<file path="src/rtl/dmem_arbiter.sv">
// dmem_arbiter
//   Two-port round-robin arbiter and sequencer in front of a single-port
//   data memory. Port m0 (CPU load/store) and port m1 (loader/debug) each
//   issue one word read or write at a time. The winner's command is latched.
//   The memory strobe is held for the required number of cycles, read data is
//   captured, and a one-cycle ack is returned to the winner.
//
// Parameters
//   DATA_W   data word width
//   ADDR_W   memory address width
//   MEM_LAT  cycles mem_read is held before mem_data_out is valid (1..3)
//
// Ports
//   clk, reset                  clock; synchronous active-high reset
//   mN_req/we/addr/wdata        request, direction, address and write data from port N
//   mN_ack                      one-cycle completion pulse to port N
//   mN_rdata                    last read data for port N, held between reads
//   mem_address/mem_data_in     address and write data to the memory
//   mem_write/mem_read          memory strobes, never both high
//   mem_data_out                read data from the memory
//   busy                        high whenever the sequencer is not idle
module dmem_arbiter #(
  parameter int DATA_W  = 32,
  parameter int ADDR_W  = 4,
  parameter int MEM_LAT = 1
) (
  input  logic              clk,
  input  logic              reset,
  input  logic              m0_req,
  input  logic              m0_we,
  input  logic [ADDR_W-1:0] m0_addr,
  input  logic [DATA_W-1:0] m0_wdata,
  output logic              m0_ack,
  output logic [DATA_W-1:0] m0_rdata,
  input  logic              m1_req,
  input  logic              m1_we,
  input  logic [ADDR_W-1:0] m1_addr,
  input  logic [DATA_W-1:0] m1_wdata,
  output logic              m1_ack,
  output logic [DATA_W-1:0] m1_rdata,
  output logic [ADDR_W-1:0] mem_address,
  output logic [DATA_W-1:0] mem_data_in,
  output logic              mem_write,
  output logic              mem_read,
  input  logic [DATA_W-1:0] mem_data_out,
  output logic              busy
);

  typedef enum logic [1:0] {IDLE, ISSUE, DONE} state_t;

  // Value of lat_cnt during the final cycle of a read strobe.
  localparam logic [1:0] LAT_LAST = 2'(MEM_LAT - 1);

  state_t              state_q, state_d;
  logic                last_grant_q, last_grant_d;  // 0 = m0, 1 = m1
  logic                grant_q, grant_d;            // current winner
  logic                we_q, we_d;
  logic [1:0]          lat_cnt_q, lat_cnt_d;
  logic [ADDR_W-1:0]   mem_address_q, mem_address_d;
  logic [DATA_W-1:0]   mem_data_in_q, mem_data_in_d;
  logic                mem_write_q, mem_write_d;
  logic                mem_read_q, mem_read_d;
  logic                m0_ack_q, m0_ack_d;
  logic                m1_ack_q, m1_ack_d;
  logic [DATA_W-1:0]   m0_rdata_q, m0_rdata_d;
  logic [DATA_W-1:0]   m1_rdata_q, m1_rdata_d;
  logic                busy_q, busy_d;
  logic                win;
  logic                win_we;

  always_comb begin
    state_d       = state_q;
    last_grant_d  = last_grant_q;
    grant_d       = grant_q;
    we_d          = we_q;
    lat_cnt_d     = lat_cnt_q;
    mem_address_d = mem_address_q;
    mem_data_in_d = mem_data_in_q;
    mem_write_d   = mem_write_q;
    mem_read_d    = mem_read_q;
    m0_ack_d      = 1'b0;
    m1_ack_d      = 1'b0;
    m0_rdata_d    = m0_rdata_q;
    m1_rdata_d    = m1_rdata_q;
    win           = 1'b0;
    win_we        = 1'b0;

    case (state_q)
      IDLE: begin
        if (m0_req || m1_req) begin
          // A lone requester wins outright; on contention the port that
          // did not win last time goes first, so neither side can starve.
          win           = (m0_req && m1_req) ? ~last_grant_q : m1_req;
          win_we        = win ? m1_we : m0_we;
          grant_d       = win;
          last_grant_d  = win;
          we_d          = win_we;
          mem_address_d = win ? m1_addr : m0_addr;
          mem_data_in_d = win ? m1_wdata : m0_wdata;
          mem_write_d   = win_we;
          mem_read_d    = ~win_we;
          lat_cnt_d     = 2'd0;
          state_d       = ISSUE;
        end
      end
      ISSUE: begin
        if (we_q) begin
          mem_write_d = 1'b0;
          m0_ack_d    = ~grant_q;
          m1_ack_d    = grant_q;
          state_d     = DONE;
        end else if (lat_cnt_q == LAT_LAST) begin
          // Last strobe cycle: memory output is valid now.
          mem_read_d = 1'b0;
          if (grant_q) m1_rdata_d = mem_data_out;
          else         m0_rdata_d = mem_data_out;
          m0_ack_d   = ~grant_q;
          m1_ack_d   = grant_q;
          state_d    = DONE;
        end else begin
          lat_cnt_d = lat_cnt_q + 2'd1;
        end
      end
      DONE: begin
        state_d = IDLE;
      end
      default: begin
        state_d = IDLE;
      end
    endcase

    busy_d = (state_d != IDLE);
  end

  always_ff @(posedge clk) begin
    if (reset) begin
      state_q       <= IDLE;
      last_grant_q  <= 1'b1;
      grant_q       <= 1'b0;
      we_q          <= 1'b0;
      lat_cnt_q     <= 2'd0;
      mem_address_q <= '0;
      mem_data_in_q <= '0;
      mem_write_q   <= 1'b0;
      mem_read_q    <= 1'b0;
      m0_ack_q      <= 1'b0;
      m1_ack_q      <= 1'b0;
      m0_rdata_q    <= '0;
      m1_rdata_q    <= '0;
      busy_q        <= 1'b0;
    end else begin
      state_q       <= state_d;
      last_grant_q  <= last_grant_d;
      grant_q       <= grant_d;
      we_q          <= we_d;
      lat_cnt_q     <= lat_cnt_d;
      mem_address_q <= mem_address_d;
      mem_data_in_q <= mem_data_in_d;
      mem_write_q   <= mem_write_d;
      mem_read_q    <= mem_read_d;
      m0_ack_q      <= m0_ack_d;
      m1_ack_q      <= m1_ack_d;
      m0_rdata_q    <= m0_rdata_d;
      m1_rdata_q    <= m1_rdata_d;
      busy_q        <= busy_d;
    end
  end

  assign m0_ack      = m0_ack_q;
  assign m1_ack      = m1_ack_q;
  assign m0_rdata    = m0_rdata_q;
  assign m1_rdata    = m1_rdata_q;
  assign mem_address = mem_address_q;
  assign mem_data_in = mem_data_in_q;
  assign mem_write   = mem_write_q;
  assign mem_read    = mem_read_q;
  assign busy        = busy_q;

endmodule

</file>
<file path="config.mk">
export PLATFORM = sky130hd
export DESIGN_NAME = dmem_arbiter
export DESIGN_NICKNAME = d
export VERILOG_FILES = /design/src/rtl/dmem_arbiter.sv
export SDC_FILE = /design/constraint.sdc
export NUM_CORES = 1
export LEC_CHECK = 0
export BUFFER_PORTS_ARGS = -buffer_cell sky130_fd_sc_hd__buf_4
export CORE_ASPECT_RATIO = 1.2
export CORE_MARGIN = 4
export CORE_UTILIZATION = 40
export DETAILED_ROUTE_END_ITERATION = 12
export PLACE_DENSITY_LB_ADDON = 0.3
export REMOVE_ABC_BUFFERS = 1
export SLEW_MARGIN = 20
export SYNTH_ARGS = -nofsm -noshare
export SYNTH_HDL_FRONTEND = slang
export SYNTH_SLANG_ARGS = --single-unit
</file>
<file path="constraint.sdc">
create_clock -name clk -period 1.7 [get_ports clk]
set_clock_uncertainty 0.1 [all_clocks]
set_input_delay 0.425 -clock clk [delete_from_list [all_inputs] [get_ports clk]]
set_output_delay 0.425 -clock clk [all_outputs]
set_load 0.05 [all_outputs]
</file>
==> metrics.log <==
INFO  metric maxCapViolations = 0
INFO  metric dp.final_hpwl = 9.86 mm
INFO  metric switching_power = roughly 2.4 mW
INFO  metric fmax = between 600 and 700 MHz
INFO  metric tritoncts.num_buffers = 9
INFO  metric final-max-slew-violation-count = 0
INFO  metric drive_above_1_share = roughly 38%
INFO  metric dr.pass1.iters = 5
INFO  metric number_of_buffers_added_on_ports = around 210
INFO  metric postSynthRegisterBits = between 100 and 150
INFO  metric swShare = 33.9%
INFO  metric core_area = around 0.011 sq mm
INFO  metric antenna_violating_nets_post_route = 0
INFO  metric clk-insertion-delay-late = 0.34 ns
INFO  metric grt_pass1_vias = approximately 4600
INFO  metric hold_path_class = in -> reg
INFO  metric detail_route.drc_violations = 0
INFO  metric clock_tree.root_cell = sky130_fd_sc_hd__clkbuf_16
INFO  metric hp-start = mem_data_out[21]
INFO  metric viasPerCell = 5.43
INFO  metric top_usage_layer_grt = met2
INFO  metric power.internal = 4.71 mW
INFO  metric netlist.top_cell.by_area = sky130_fd_sc_hd__dfxtp_1
INFO  metric worst_margin_slew = between 0.5 and 0.6 ns
INFO  metric die_y = roughly 130 um
INFO  metric yosys_warnings = 0
INFO  metric synth_seq_area_share = 48.2%
INFO  metric overflow = 0
INFO  metric place_inst = 841
INFO  metric instances_no_fill = 860
INFO  metric total_power_per_unit_cell_area = approximately 1100 mW/mm^2
INFO  metric htree_num_levels = 3
INFO  metric power_frac_comb = 29.1%
INFO  metric die_area = 0.0134 sq mm
INFO  metric leakagePower = roughly 2.8 nW
INFO  metric post_drt_wl_per_cell = ~17 um
INFO  metric cts.path.max_buffers = 2
INFO  metric gp_congestion = between 0.7 and 0.8
INFO  metric final_min_period_over_clock_period = a little over nine tenths
INFO  metric number_of_vias_after_detailed_routing = 4669
INFO  metric n_antenna_cell = 0
INFO  metric peakVddDrop = approximately 540 uV
INFO  metric syn-instance-count = around 510
INFO  metric post-route-min-period = ~1.6 ns
INFO  metric finalNetCount = between 800 and 900
INFO  metric synthToLayoutAreaGrowth = 45.0%
INFO  metric layout.core_utilization = roughly 60%
INFO  metric number_of_flops_mapped_to_enable_cells_by_yosys = 0
INFO  metric startpoint_class_of_the_critical_path = flip-flop
INFO  metric synth_top_cell_area_share = about half
INFO  metric synth.top_cells.by_count = sky130_fd_sc_hd__dfxtp_1 (112), sky130_fd_sc_hd__a21oi_1 (107), sky130_fd_sc_hd__nand3_1 (64)
INFO  metric grt_util_met2 = around a third
INFO  metric hold-path-cell-count = 3
INFO  metric detail_route.iter0.violations = between 150 and 200
INFO  metric hold-path-endpoint = m0_rdata[21]
INFO  metric setup_ws = 0.0866 ns
INFO  metric power.clock.fraction = a little under 30%
INFO  metric rr_endpoint = mem_read
INFO  metric ff2ff_path_depth = 6
INFO  metric maximum_number_of_pins_on_one_net_before_global_route_repair = 65
INFO  metric drt-total-wl = around 14 mm
INFO  metric grt_first_pass_wirelength = about 23 mm
INFO  metric cts_num_sinks = around 110
INFO  metric synthFlopType = sky130_fd_sc_hd__dfxtp_1
INFO  metric run_status = complete, no violations
INFO  metric synth_most_common_cell = sky130_fd_sc_hd__dfxtp_1
INFO  metric final-setup-viol-count = 0
INFO  metric path_max_fanout = 4
INFO  metric synthTopCellsByArea = sky130_fd_sc_hd__dfxtp_1 (48%), sky130_fd_sc_hd__a21oi_1 (12%), sky130_fd_sc_hd__mux2i_1 (8.0%)
INFO  metric grt_use_met3 = roughly 6.2%
INFO  metric start_util = roughly 42%
INFO  metric row_count = 42
INFO  metric arrival = between 1.5 and 2 ns
INFO  metric worst-setup-path-type = reg -> reg
INFO  metric endpoint_kind = flip-flop
INFO  metric finalHoldViolCount = 0
INFO  metric synth_async_sr_flop_share = 0%
INFO  metric tritoncts = done
INFO  metric hold_buffers = 0
INFO  metric pwr-share-seq = 41.3%
INFO  metric slew_headroom = between 60% and 70%
INFO  metric grt_util_met1 = 25.1%
INFO  metric timing.rr.start = lat_cnt_q[0]
INFO  metric synth_unique_cells = 36
INFO  metric clk_pin_slew_worst_setup_hold_paths = roughly 0.07 ns
INFO  metric avgSynthCellArea = roughly 9.1 sq um
INFO  metric pre_cts_slack = -0.147 ns
INFO  metric die_w = 106 um
INFO  metric num_io_pins = about 220
INFO  metric r2r_slack = between 0.08 and 0.09 ns
INFO  metric crit_required = roughly 1.8 ns
INFO  metric syn_area = approximately 0.0046 sq mm
INFO  metric grt_antenna_before_repair = 0
INFO  metric grt.total_usage = just over 20%
[through the flow]
stage | total power, mW | setup TNS [ns] | hold WS, ns | area, sq um
after global routing | 7.42 | -0.0476 | 0.242 | 6740
after detailed placement | 5.03 | -4.34 | 0.368 | 6390
after global placement | 4.99 | -3.34 | 0.356 | 6390
final | 7.11 | 0 | 0.247 | 6740
after CTS | 7.15 | 0 | 0.238 | 6700
after floorplan | 4.19 | -82.32 | 0.338 | 4350
[worst max-delay path, stage by stage (launching register included)]
cell and delay [ns]:
sky130_fd_sc_hd__dfxtp_1 0.32, sky130_fd_sc_hd__inv_1 0.07, sky130_fd_sc_hd__ha_1 0.24, sky130_fd_sc_hd__and4bb_4 0.34
sky130_fd_sc_hd__buf_4 0.14, sky130_fd_sc_hd__a21oi_1 0.04, sky130_fd_sc_hd__a32o_1 0.26
[state kept, by name (all words and copies together) (netlist names), 2 cells and up]
| register | count |
|---|---|
| m1_rdata | 32 |
| lat_cnt_q | 2 |
| mem_data_in | 32 |
| state_q | 2 |
| m0_rdata | 32 |
| mem_address | 4 |
[per-layer routing]
layer | part of all wire (%) | up-vias
met5 | 0 | -
li1 | - | 2260
met1 | 39 | 2203
met3 | 9.3 | 6
met4 | 0.51 | 0
met2 | 51 | 200
[worst max-delay path by stage]
stage                            start         endpoint  slack (ns)  cells after the start
after floorplan                 m1_req         mem_read       -1.00                      3
after global placement          m0_req  mem_data_in[22]        -0.1                      4
after detailed placement        m0_req  mem_data_in[18]       -0.15                      4
after CTS                 lat_cnt_q[0]     m1_rdata[31]        0.04                      6
after global routing      lat_cnt_q[0]     m1_rdata[24]       -0.02                      6
final                     lat_cnt_q[0]         mem_read        0.09                      6
[power by group through the flow]
stage	combinational [mW]	clock, mW	sequential, mW
2_1_floorplan	0.545	0	3.64
3_3_place_gp	2.00	0	2.99
3_5_place_dp	2.04	0	2.99
4_1_cts	2.05	2.16	2.94
5_1_grt	2.20	2.26	2.96
6_report	2.07	2.11	2.94
[cells by family after synthesis]
group	share of synthesized area (%)
AO/OA/AOI/OAI	27.0
adder cells (fa/ha/maj)	0.269
buffers and inverters	6.73
flip-flops	48.2
multiplexers	7.97
AND/OR/NAND/NOR	9.83
[repair_timing]
| action | 4_1_cts | 5_1_grt |
|---|---|---|
| gates resized for setup | 1 | 1 |
| endpoints found under the hold margin | 0 | 0 |
| endpoints found under the setup margin | 37 | 48 |
| pin swaps | 0 | 1 |
| setup buffers | 0 | 1 |
| gates cloned | 1 | 1 |
[cell usage in the layout (no fill, tap or decap), types with 8 or more instances in the layout]
master,Yosys,final
sky130_fd_sc_hd__nand3_1,64,64
sky130_fd_sc_hd__o21ai_1,11,11
sky130_fd_sc_hd__clkbuf_16,0,10
sky130_fd_sc_hd__o21ai_0,55,55
sky130_fd_sc_hd__a21oi_1,107,107
sky130_fd_sc_hd__mux2i_1,37,37
sky130_fd_sc_hd__dfxtp_1,112,111
sky130_fd_sc_hd__buf_12,1,8
sky130_fd_sc_hd__a211oi_2,10,10
sky130_fd_sc_hd__buf_4,9,224
sky130_fd_sc_hd__a211oi_1,27,27
[cell type report]
class	instances	area, sq um
Tap cell	154	193
Timing Repair Buffer	233	1870
Fill cell	950	4460
Sequential cell	112	2240
Inverter	4	15.0
Clock buffer	10	229
Clock inverter	6	67.6
Multi-Input combinational cell	341	2120
(Power assumes the default switching activity.)
